**src/rtl/mem_arb_pkg.sv**
```systemverilog
// Shared types and constants for the unified-memory arbiter.
//   state_e : arbiter FSM state (IDLE, WAIT_RSP)
//   owner_e : port that owns the outstanding read (OWN_IMEM = 0, OWN_DMEM = 1)
//   RST_PTR : preferred port after reset; also the fixed winner when round-robin is off
package mem_arb_pkg;

  typedef enum logic {
    IDLE     = 1'b0,
    WAIT_RSP = 1'b1
  } state_e;

  typedef enum logic {
    OWN_IMEM = 1'b0,
    OWN_DMEM = 1'b1
  } owner_e;

  localparam owner_e RST_PTR = OWN_DMEM;

endpackage

```
**src/rtl/mem_arbiter_if.sv**
```systemverilog
// Bundle of the core-side (imem/dmem) and memory-side request/response signals.
// Modports:
//   master : arbiter view (takes core requests, drives grants/rvalids and the memory bus)
//   slave  : environment view (core ports and RAM)
interface mem_arbiter_if #(
  parameter int unsigned AW = 32,
  parameter int unsigned DW = 32
);
  logic          imem_req_i;
  logic [AW-1:0] imem_addr_i;
  logic          imem_gnt_o;
  logic          imem_rvalid_o;
  logic [DW-1:0] imem_rdata_o;

  logic          dmem_req_i;
  logic          dmem_we_i;
  logic [AW-1:0] dmem_addr_i;
  logic [DW-1:0] dmem_wdata_i;
  logic          dmem_gnt_o;
  logic          dmem_rvalid_o;
  logic [DW-1:0] dmem_rdata_o;

  logic          mem_req_o;
  logic          mem_we_o;
  logic [AW-1:0] mem_addr_o;
  logic [DW-1:0] mem_wdata_o;
  logic          mem_gnt_i;
  logic          mem_rvalid_i;
  logic [DW-1:0] mem_rdata_i;

  modport master (
    input  imem_req_i, imem_addr_i,
    input  dmem_req_i, dmem_we_i, dmem_addr_i, dmem_wdata_i,
    input  mem_gnt_i, mem_rvalid_i, mem_rdata_i,
    output imem_gnt_o, imem_rvalid_o, imem_rdata_o,
    output dmem_gnt_o, dmem_rvalid_o, dmem_rdata_o,
    output mem_req_o, mem_we_o, mem_addr_o, mem_wdata_o
  );

  modport slave (
    output imem_req_i, imem_addr_i,
    output dmem_req_i, dmem_we_i, dmem_addr_i, dmem_wdata_i,
    output mem_gnt_i, mem_rvalid_i, mem_rdata_i,
    input  imem_gnt_o, imem_rvalid_o, imem_rdata_o,
    input  dmem_gnt_o, dmem_rvalid_o, dmem_rdata_o,
    input  mem_req_o, mem_we_o, mem_addr_o, mem_wdata_o
  );
endinterface

```
**src/rtl/arb_pick2.sv**
```systemverilog
// Two-way request picker producing a one-hot winner.
// Configuration macro: MEM_ARB_RR_EN
//   defined   : on contention the port named by ptr wins (round-robin)
//   undefined : on contention dmem always wins; the ptr port does not exist
// Ports:
//   req : request bits, [0] = imem, [1] = dmem
//   ptr : preferred port on contention (round-robin build only)
//   gnt : one-hot winner, same bit order as req; zero when nothing requests
module arb_pick2
  import mem_arb_pkg::*;
(
  input  logic [1:0] req,
`ifdef MEM_ARB_RR_EN
  input  owner_e     ptr,
`endif
  output logic [1:0] gnt
);

  owner_e pref;

`ifdef MEM_ARB_RR_EN
  assign pref = ptr;
`else
  assign pref = RST_PTR;
`endif

  always_comb begin
    gnt = req;
    if (&req) begin
      gnt = (pref == OWN_DMEM) ? 2'b10 : 2'b01;
    end
  end

endmodule

```
**src/rtl/mem_arbiter.sv**
```systemverilog
// Shares one single-port RAM between the rv32i fetch (imem) and data (dmem) ports.
// One requester is forwarded per transaction; at most one read is outstanding and
// its response is routed back to the port that issued it.
// Configuration macro: MEM_ARB_RR_EN (defined = round-robin, undefined = dmem first).
// Ports:
//   clk   : clock
//   reset : synchronous active-high reset
//   bus   : mem_arbiter_if.master -- imem_*/dmem_* core ports and mem_* RAM port
module mem_arbiter
  import mem_arb_pkg::*;
#(
  parameter int unsigned AW = 32,
  parameter int unsigned DW = 32
) (
  input logic           clk,
  input logic           reset,
  mem_arbiter_if.master bus
);

  state_e        state_q;
  owner_e        owner_q;
  logic [1:0]    req;
  logic [1:0]    win;
  logic          fwd;
  logic          accept;
  logic          rsp;
  logic          we_mux;
  logic [AW-1:0] addr_mux;
  logic [DW-1:0] wdata_mux;

  assign req = {bus.dmem_req_i, bus.imem_req_i};

`ifdef MEM_ARB_RR_EN
  owner_e ptr_q;

  arb_pick2 u_pick (
    .req (req),
    .ptr (ptr_q),
    .gnt (win)
  );
`else
  arb_pick2 u_pick (
    .req (req),
    .gnt (win)
  );
`endif

  // Forwarding depends only on registered state, so mem_rvalid_i never reaches mem_req_o.
  assign fwd    = (state_q == IDLE) && (|req);
  assign accept = fwd && bus.mem_gnt_i;
  assign rsp    = (state_q == WAIT_RSP) && bus.mem_rvalid_i;

  always_comb begin
    we_mux    = 1'b0;
    addr_mux  = '0;
    wdata_mux = '0;
    if (fwd) begin
      if (win[1]) begin
        we_mux    = bus.dmem_we_i;
        addr_mux  = bus.dmem_addr_i;
        wdata_mux = bus.dmem_wdata_i;
      end else begin
        addr_mux  = bus.imem_addr_i;
      end
    end
  end

  assign bus.mem_req_o   = fwd;
  assign bus.mem_we_o    = we_mux;
  assign bus.mem_addr_o  = addr_mux;
  assign bus.mem_wdata_o = wdata_mux;

  assign bus.imem_gnt_o  = accept && win[0];
  assign bus.dmem_gnt_o  = accept && win[1];

  assign bus.imem_rvalid_o = rsp && (owner_q == OWN_IMEM);
  assign bus.dmem_rvalid_o = rsp && (owner_q == OWN_DMEM);
  assign bus.imem_rdata_o  = bus.mem_rdata_i;
  assign bus.dmem_rdata_o  = bus.mem_rdata_i;

  always_ff @(posedge clk) begin
    if (reset) begin
      state_q <= IDLE;
      owner_q <= OWN_IMEM;
`ifdef MEM_ARB_RR_EN
      ptr_q   <= RST_PTR;
`endif
    end else begin
      unique case (state_q)
        IDLE: begin
          // Writes complete at the grant; only reads wait for a response.
          if (accept && !we_mux) begin
            state_q <= WAIT_RSP;
            owner_q <= win[1] ? OWN_DMEM : OWN_IMEM;
          end
        end
        WAIT_RSP: begin
          if (bus.mem_rvalid_i) begin
            state_q <= IDLE;
          end
        end
        default: state_q <= IDLE;
      endcase
`ifdef MEM_ARB_RR_EN
      // Prefer the port that did not just win.
      if (accept) begin
        ptr_q <= win[1] ? OWN_IMEM : OWN_DMEM;
      end
`endif
    end
  end

endmodule

```
**src/flat_wrapper.sv**
```systemverilog
// flat-port wrapper written by rule: the top's interface ports become plain ports
module mem_arbiter_flat import mem_arb_pkg::*;
#(
  parameter int unsigned AW = 32,
  parameter int unsigned DW = 32
)
  (clk, reset, bus_imem_req_i, bus_imem_addr_i, bus_dmem_req_i, bus_dmem_we_i, bus_dmem_addr_i, bus_dmem_wdata_i, bus_mem_gnt_i, bus_mem_rvalid_i, bus_mem_rdata_i, bus_imem_gnt_o, bus_imem_rvalid_o, bus_imem_rdata_o, bus_dmem_gnt_o, bus_dmem_rvalid_o, bus_dmem_rdata_o, bus_mem_req_o, bus_mem_we_o, bus_mem_addr_o, bus_mem_wdata_o);
  mem_arbiter_if #(.AW(AW), .DW(DW)) bus_i ();
  input logic clk;
  input logic reset;
  input wire logic [$bits(bus_i.imem_req_i)-1:0] bus_imem_req_i;
  input wire logic [$bits(bus_i.imem_addr_i)-1:0] bus_imem_addr_i;
  input wire logic [$bits(bus_i.dmem_req_i)-1:0] bus_dmem_req_i;
  input wire logic [$bits(bus_i.dmem_we_i)-1:0] bus_dmem_we_i;
  input wire logic [$bits(bus_i.dmem_addr_i)-1:0] bus_dmem_addr_i;
  input wire logic [$bits(bus_i.dmem_wdata_i)-1:0] bus_dmem_wdata_i;
  input wire logic [$bits(bus_i.mem_gnt_i)-1:0] bus_mem_gnt_i;
  input wire logic [$bits(bus_i.mem_rvalid_i)-1:0] bus_mem_rvalid_i;
  input wire logic [$bits(bus_i.mem_rdata_i)-1:0] bus_mem_rdata_i;
  output wire logic [$bits(bus_i.imem_gnt_o)-1:0] bus_imem_gnt_o;
  output wire logic [$bits(bus_i.imem_rvalid_o)-1:0] bus_imem_rvalid_o;
  output wire logic [$bits(bus_i.imem_rdata_o)-1:0] bus_imem_rdata_o;
  output wire logic [$bits(bus_i.dmem_gnt_o)-1:0] bus_dmem_gnt_o;
  output wire logic [$bits(bus_i.dmem_rvalid_o)-1:0] bus_dmem_rvalid_o;
  output wire logic [$bits(bus_i.dmem_rdata_o)-1:0] bus_dmem_rdata_o;
  output wire logic [$bits(bus_i.mem_req_o)-1:0] bus_mem_req_o;
  output wire logic [$bits(bus_i.mem_we_o)-1:0] bus_mem_we_o;
  output wire logic [$bits(bus_i.mem_addr_o)-1:0] bus_mem_addr_o;
  output wire logic [$bits(bus_i.mem_wdata_o)-1:0] bus_mem_wdata_o;
  assign bus_i.imem_req_i = bus_imem_req_i;
  assign bus_i.imem_addr_i = bus_imem_addr_i;
  assign bus_i.dmem_req_i = bus_dmem_req_i;
  assign bus_i.dmem_we_i = bus_dmem_we_i;
  assign bus_i.dmem_addr_i = bus_dmem_addr_i;
  assign bus_i.dmem_wdata_i = bus_dmem_wdata_i;
  assign bus_i.mem_gnt_i = bus_mem_gnt_i;
  assign bus_i.mem_rvalid_i = bus_mem_rvalid_i;
  assign bus_i.mem_rdata_i = bus_mem_rdata_i;
  assign bus_imem_gnt_o = bus_i.imem_gnt_o;
  assign bus_imem_rvalid_o = bus_i.imem_rvalid_o;
  assign bus_imem_rdata_o = bus_i.imem_rdata_o;
  assign bus_dmem_gnt_o = bus_i.dmem_gnt_o;
  assign bus_dmem_rvalid_o = bus_i.dmem_rvalid_o;
  assign bus_dmem_rdata_o = bus_i.dmem_rdata_o;
  assign bus_mem_req_o = bus_i.mem_req_o;
  assign bus_mem_we_o = bus_i.mem_we_o;
  assign bus_mem_addr_o = bus_i.mem_addr_o;
  assign bus_mem_wdata_o = bus_i.mem_wdata_o;
  mem_arbiter #(.AW(AW), .DW(DW)) u_core (.clk(clk), .reset(reset), .bus(bus_i));
endmodule
```
**config.mk**
```make
export PLATFORM = sky130hd
export DESIGN_NAME = mem_arbiter_flat
export DESIGN_NICKNAME = d
export VERILOG_FILES = /design/src/rtl/mem_arb_pkg.sv /design/src/rtl/mem_arbiter_if.sv /design/src/rtl/arb_pick2.sv /design/src/rtl/mem_arbiter.sv /design/src/flat_wrapper.sv
export SDC_FILE = /design/constraint.sdc
export NUM_CORES = 1
export LEC_CHECK = 0
export BUFFER_PORTS_ARGS = -buffer_cell sky130_fd_sc_hd__buf_2
export CAP_MARGIN = 20
export CORE_AREA = 5 5 101 103
export DETAILED_ROUTE_END_ITERATION = 16
export DIE_AREA = 0 0 106 108
export PLACE_DENSITY = 0.52
export SLEW_MARGIN = 20
export SYNTH_ARGS = -nofsm -noshare
export SYNTH_HDL_FRONTEND = slang
export SYNTH_SLANG_ARGS = --single-unit
```
**constraint.sdc**
```tcl
create_clock -name clk -period 1.6 [get_ports clk]
set_clock_uncertainty 0.05 [all_clocks]
set_input_delay 0.4 -clock clk [delete_from_list [all_inputs] [get_ports clk]]
set_output_delay 0.4 -clock clk [all_outputs]
set_load 0.005 [all_outputs]
```
# After elaboration in Yosys (flattened, before gate mapping)
# Cells that the tools add are included.
[classes] n_reduce_logical=12 mux=11 bitwise_logic=2
[op_table] operator="32-bit two-way mux" count=4
[op_table] operator="1-bit logical AND" count=8
[op_table] operator="1-bit two-way mux" count=5
[op_table] operator="2-bit AND reduction" count=2
[op_table] operator="2-bit two-way mux" count=1
[op_table] operator="1-bit NOT" count=2
[op_table] operator="1-bit one-hot mux with 2 select lines" count=1
[op_table] operator="2-bit OR reduction" count=1
[op_table] operator="1-bit logical NOT" count=1
[word_totals] regBits=2 input_bits=135 elab_cells=27

# Depth between registers and ports, before layout
[logic_depth] depth_word=8 ltp_mapped=4

# Hierarchy
# From an unflattened synthesis, not the netlist that was laid out.
[unflattened] hier_cells=194 hier_area_um2=1342.5
[modules_own_cells] module="mem_arbiter" cells_each=192 n_inst=1 area_each_um2=1332.5
[modules_own_cells] module="arb_pick2" cells_each=2 n_inst=1 area_each_um2=10.0

# Worst setup path before layout
# OpenSTA, ideal clock, no wires.
[synth_timing] kind="input to output" start="input bus_dmem_req_i" end="output bus_mem_wdata_o[10]" slack_ns=0.151 path_stages=4 t_arrival_ns=0.999 path_cell_list="buf_6 > and2b_4 > buf_2 > and2_1"
[synth_via] elab_chain_cells=4 word_cells_on_any_way=6 cone_classes="3 x mux; 3 x reduce/logical"
[synth_lines] element="from (decl)" line_no="flat_wrapper.sv:13" source="input wire logic [$bits(bus_i.dmem_req_i)-1:0] bus_dmem_req_i;"
[synth_lines] element="2-bit AND reduction" line_no="arb_pick2.sv:29" source="if (&req) begin"
[synth_lines] element="2-bit two-way mux" line_no="arb_pick2.sv:29"
[synth_lines] element="32-bit two-way mux" line_no="mem_arbiter.sv:58" source="if (win[1]) begin"
[synth_lines] element="32-bit two-way mux (*)" line_no="mem_arbiter.sv:57" source="if (fwd) begin"
[synth_lines] element="to (decl)" line_no="flat_wrapper.sv:29" source="output wire logic [$bits(bus_i.mem_wdata_o)-1:0] bus_mem_wdata_o;"
# Every way passes the cells marked *; elsewhere a longest branch is shown, timed or not.

# Final worst setup path
[layout_timing] start="register u_core.state_q" end="output bus_imem_gnt_o"
[layout_via] elab_chain_cells=4
[layout_lines] element="from (decl)" line_no="mem_arbiter.sv:20" source="state_e state_q;"
[layout_lines] element="from (signal assigned)" line_no="mem_arbiter.sv:83" source="state_q <= IDLE;"
[layout_lines] element="from (signal assigned)" line_no="mem_arbiter.sv:93" source="state_q <= WAIT_RSP;"
[layout_lines] element="from (signal assigned)" line_no="mem_arbiter.sv:99" source="state_q <= IDLE;"
[layout_lines] element="1-bit NOT" line_no="mem_arbiter.sv:49" source="assign fwd = (state_q == IDLE) && (|req);"
[layout_lines] element="1-bit logical AND" line_no="mem_arbiter.sv:49"
[layout_lines] element="1-bit logical AND" line_no="mem_arbiter.sv:50" source="assign accept = fwd && bus.mem_gnt_i;"
[layout_lines] element="1-bit logical AND" line_no="mem_arbiter.sv:73" source="assign bus.imem_gnt_o = accept && win[0];"
[layout_lines] element="to (decl)" line_no="flat_wrapper.sv:20" source="output wire logic [$bits(bus_i.imem_gnt_o)-1:0] bus_imem_gnt_o;"
# No other way between the ends.

==> metrics <==
CP required 1.15 ns; first-pass GRT wire length 7.30 mm; pre-CTS WS -0.164 ns; vias in the first global route 1524; clock sinks 2; Leakage 1.22 nW; drt pass-1 iters 3; CTS root buf clkbuf_8; clk slew on worst S/H paths 0.03 ns; Crit Path Max Fanout 4; Hold-fix buffers, CTS 0; worst skew pair latency 0.21 ns; Synth top area share 35.4%; post-synth net total 324; slowest stage cell, crit path dfxtp_4; Crit. Startpoint u_core.state_q$_SDFF_PP0_; Die W 106 um; Chip Height 108 um; mux cell area share after synthesis 23.6%; PortBufs 172; adder-cell share of the synthesized area 0%; Fin Setup TNS -0.202 ns; EDFF count, synth 0; Synth Area in Simple Gates 28.9%; Slowest Stage Delay on Critical Path 0.34 ns; H-tree depth 1; CP Class reg2out; # rows 35; period utilization 102%; slew margin rel. 81.7%; Hold Crit Class in2reg; async set-reset flop share out of synthesis 0%; final core utilization 21.7%; Primary FF master, synth dfxtp_1; main combinational cell family by area after synthesis buffers and inverters; status finished with violations; failing checks negative setup slack; Reg2Reg Setup Slack 0.42 ns; initial drt markers 50; CTS buffer count 3; Mapped Cells 189; hold path depth 2; post-synth cell types 17; P per Cell Area 386 nW/um^2; R2R depth 5; crit end category output pin; Post-route DRC 0; Slew @ Worst Pin 0.272 ns; Yosys warnings 0; Fin. Hold Viols 0; layout cells sized above 1 64.2%; drt wl/cell 12.2 um; Area Growth Syn to Fin 45.8%; maximum buffer depth of the clock tree 2; Total Wirelength 5.00 mm; Critical Path Start Type register; Arr. time, crit path 1.18 ns; Post-DRT Antenna Nets 0; Setup-failing EPs final 24; syn avg cell area 7.18 um^2; largest net degree at the start of global routing 34; commonest cells in the netlist buf_4, and2_1, nor2_1; Setup WS post-layout -0.0264 ns; sequential fraction of the synthesis area 2.95%; Nets 436; Hold WS 0.325 ns; complex-gate fraction of the synthesized area 3.04%; vias per inst 3.77; Overflow after GRT 0; worst r2r dst u_core.owner_q$_SDFFE_PP0P_; DIE AREA 11400 um^2; final antenna diode count 0; GRT Total Usage 7.87%; CP Cell Sequence o21bai_4 -> nor3b_2 -> buf_4 -> buf_6; register bit total from synthesis 2; reg2reg start u_core.state_q$_SDFF_PP0_; post-synth top area cell buf_4; Max Slew Vio Count 0; min Tclk post-route 1.63 ns; Synth area leaders buf_4, mux2i_1, and2_1; VDD IR-drop max 0.118 mV; Syn Std Cell Area 1360 um^2; io pins 269; Final Wtd Congestion 0.742; fill count 1026; WP depth 4; initial antenna violation count 0; crit-path leading delay family flip-flops; XOR/XNOR Fraction of Synth Area 0%; CORE AREA 9110 um^2; CTS tree done; WP buf/inv 2; total chip power 762 uW; Via Count 1545; unrepaired setup endpoints after global routing true; starting density of the core 14.9%; FMAX 0.615 GHz; Max Cap Viol 0; count leader, synth buf_4; hpwl dp 4.36 mm; crit path to bus_imem_gnt_o
[cell families after synthesis]
kind of cell,count (synthesis)
buffers and inverters,76
and+or+nand+nor,75
muxes,32
AOI/OAI and AO/OA,4
DFF,2
[sequential cells by signal (all words and copies together), names as in the netlist]
signal / count
u_core.owner_q: 1
u_core.state_q: 1
[final cells by class]
cell class,count,area (um^2),share of cell area (%)
clock buffer,3,41.3,2.09
inverter,2,7.51,0.380
multi-input combinational,112,769,38.9
sequential,2,43.8,2.22
timing repair buffer,180,976,49.4
tap,111,139,7.03
[where the power goes]
group	internal, mW	switching, mW	leakage (nW)	total (mW)
Clock	0.159	0.0359	0.0216	0.195
Sequential	0.0531	0.00268	0.0171	0.0558
Combinational	0.296	0.216	1.18	0.512
[per-stage QoR]
stage          area (um^2)  std cells
6_report              1980        410
5_1_grt               1980        410
4_1_cts               1950        410
3_5_place_dp          1880        405
3_3_place_gp          1880        405
2_1_floorplan         1360        189
[cells in the final DEF (no fill, tap or decap), types with 3 or more instances in the layout]
| master | instances |
|---|---|
| buf_4 | 4 |
| buf_6 | 4 |
| nor2_1 | 32 |
| clkbuf_8 | 3 |
| mux2i_1 | 32 |
| nor2b_1 | 3 |
| and2_1 | 33 |
| buf_2 | 169 |
[how the worst min path moves through the flow]
stage	end	slack, ns	from
floorplan	u_core.owner_q$_SDFFE_PP0P_	0.41	u_core.owner_q$_SDFFE_PP0P_
global placement	u_core.owner_q$_SDFFE_PP0P_	0.42	u_core.owner_q$_SDFFE_PP0P_
detailed placement	u_core.owner_q$_SDFFE_PP0P_	0.43	u_core.owner_q$_SDFFE_PP0P_
CTS	u_core.owner_q$_SDFFE_PP0P_	0.33	reset
global route	u_core.state_q$_SDFF_PP0_	0.33	reset
finish	u_core.owner_q$_SDFFE_PP0P_	0.32	reset
[metal layers]
layer	GRT usage (%)	part of all wire (%)	vias to the layer above
met5	0	0	-
met3	2.75	13	20
met1	6.51	31	652
met4	3.24	1.8	0
li1	-	-	752
met2	16.6	54	121
[repair_timing]
action,CTS,global route
endpoints found under the setup margin,68,68
buffers inserted,1,0
cloned,1,0
pin swaps,9,2
hold endpoints to repair,0,0
gates resized for setup,7,6
(Power assumes the default switching activity.)
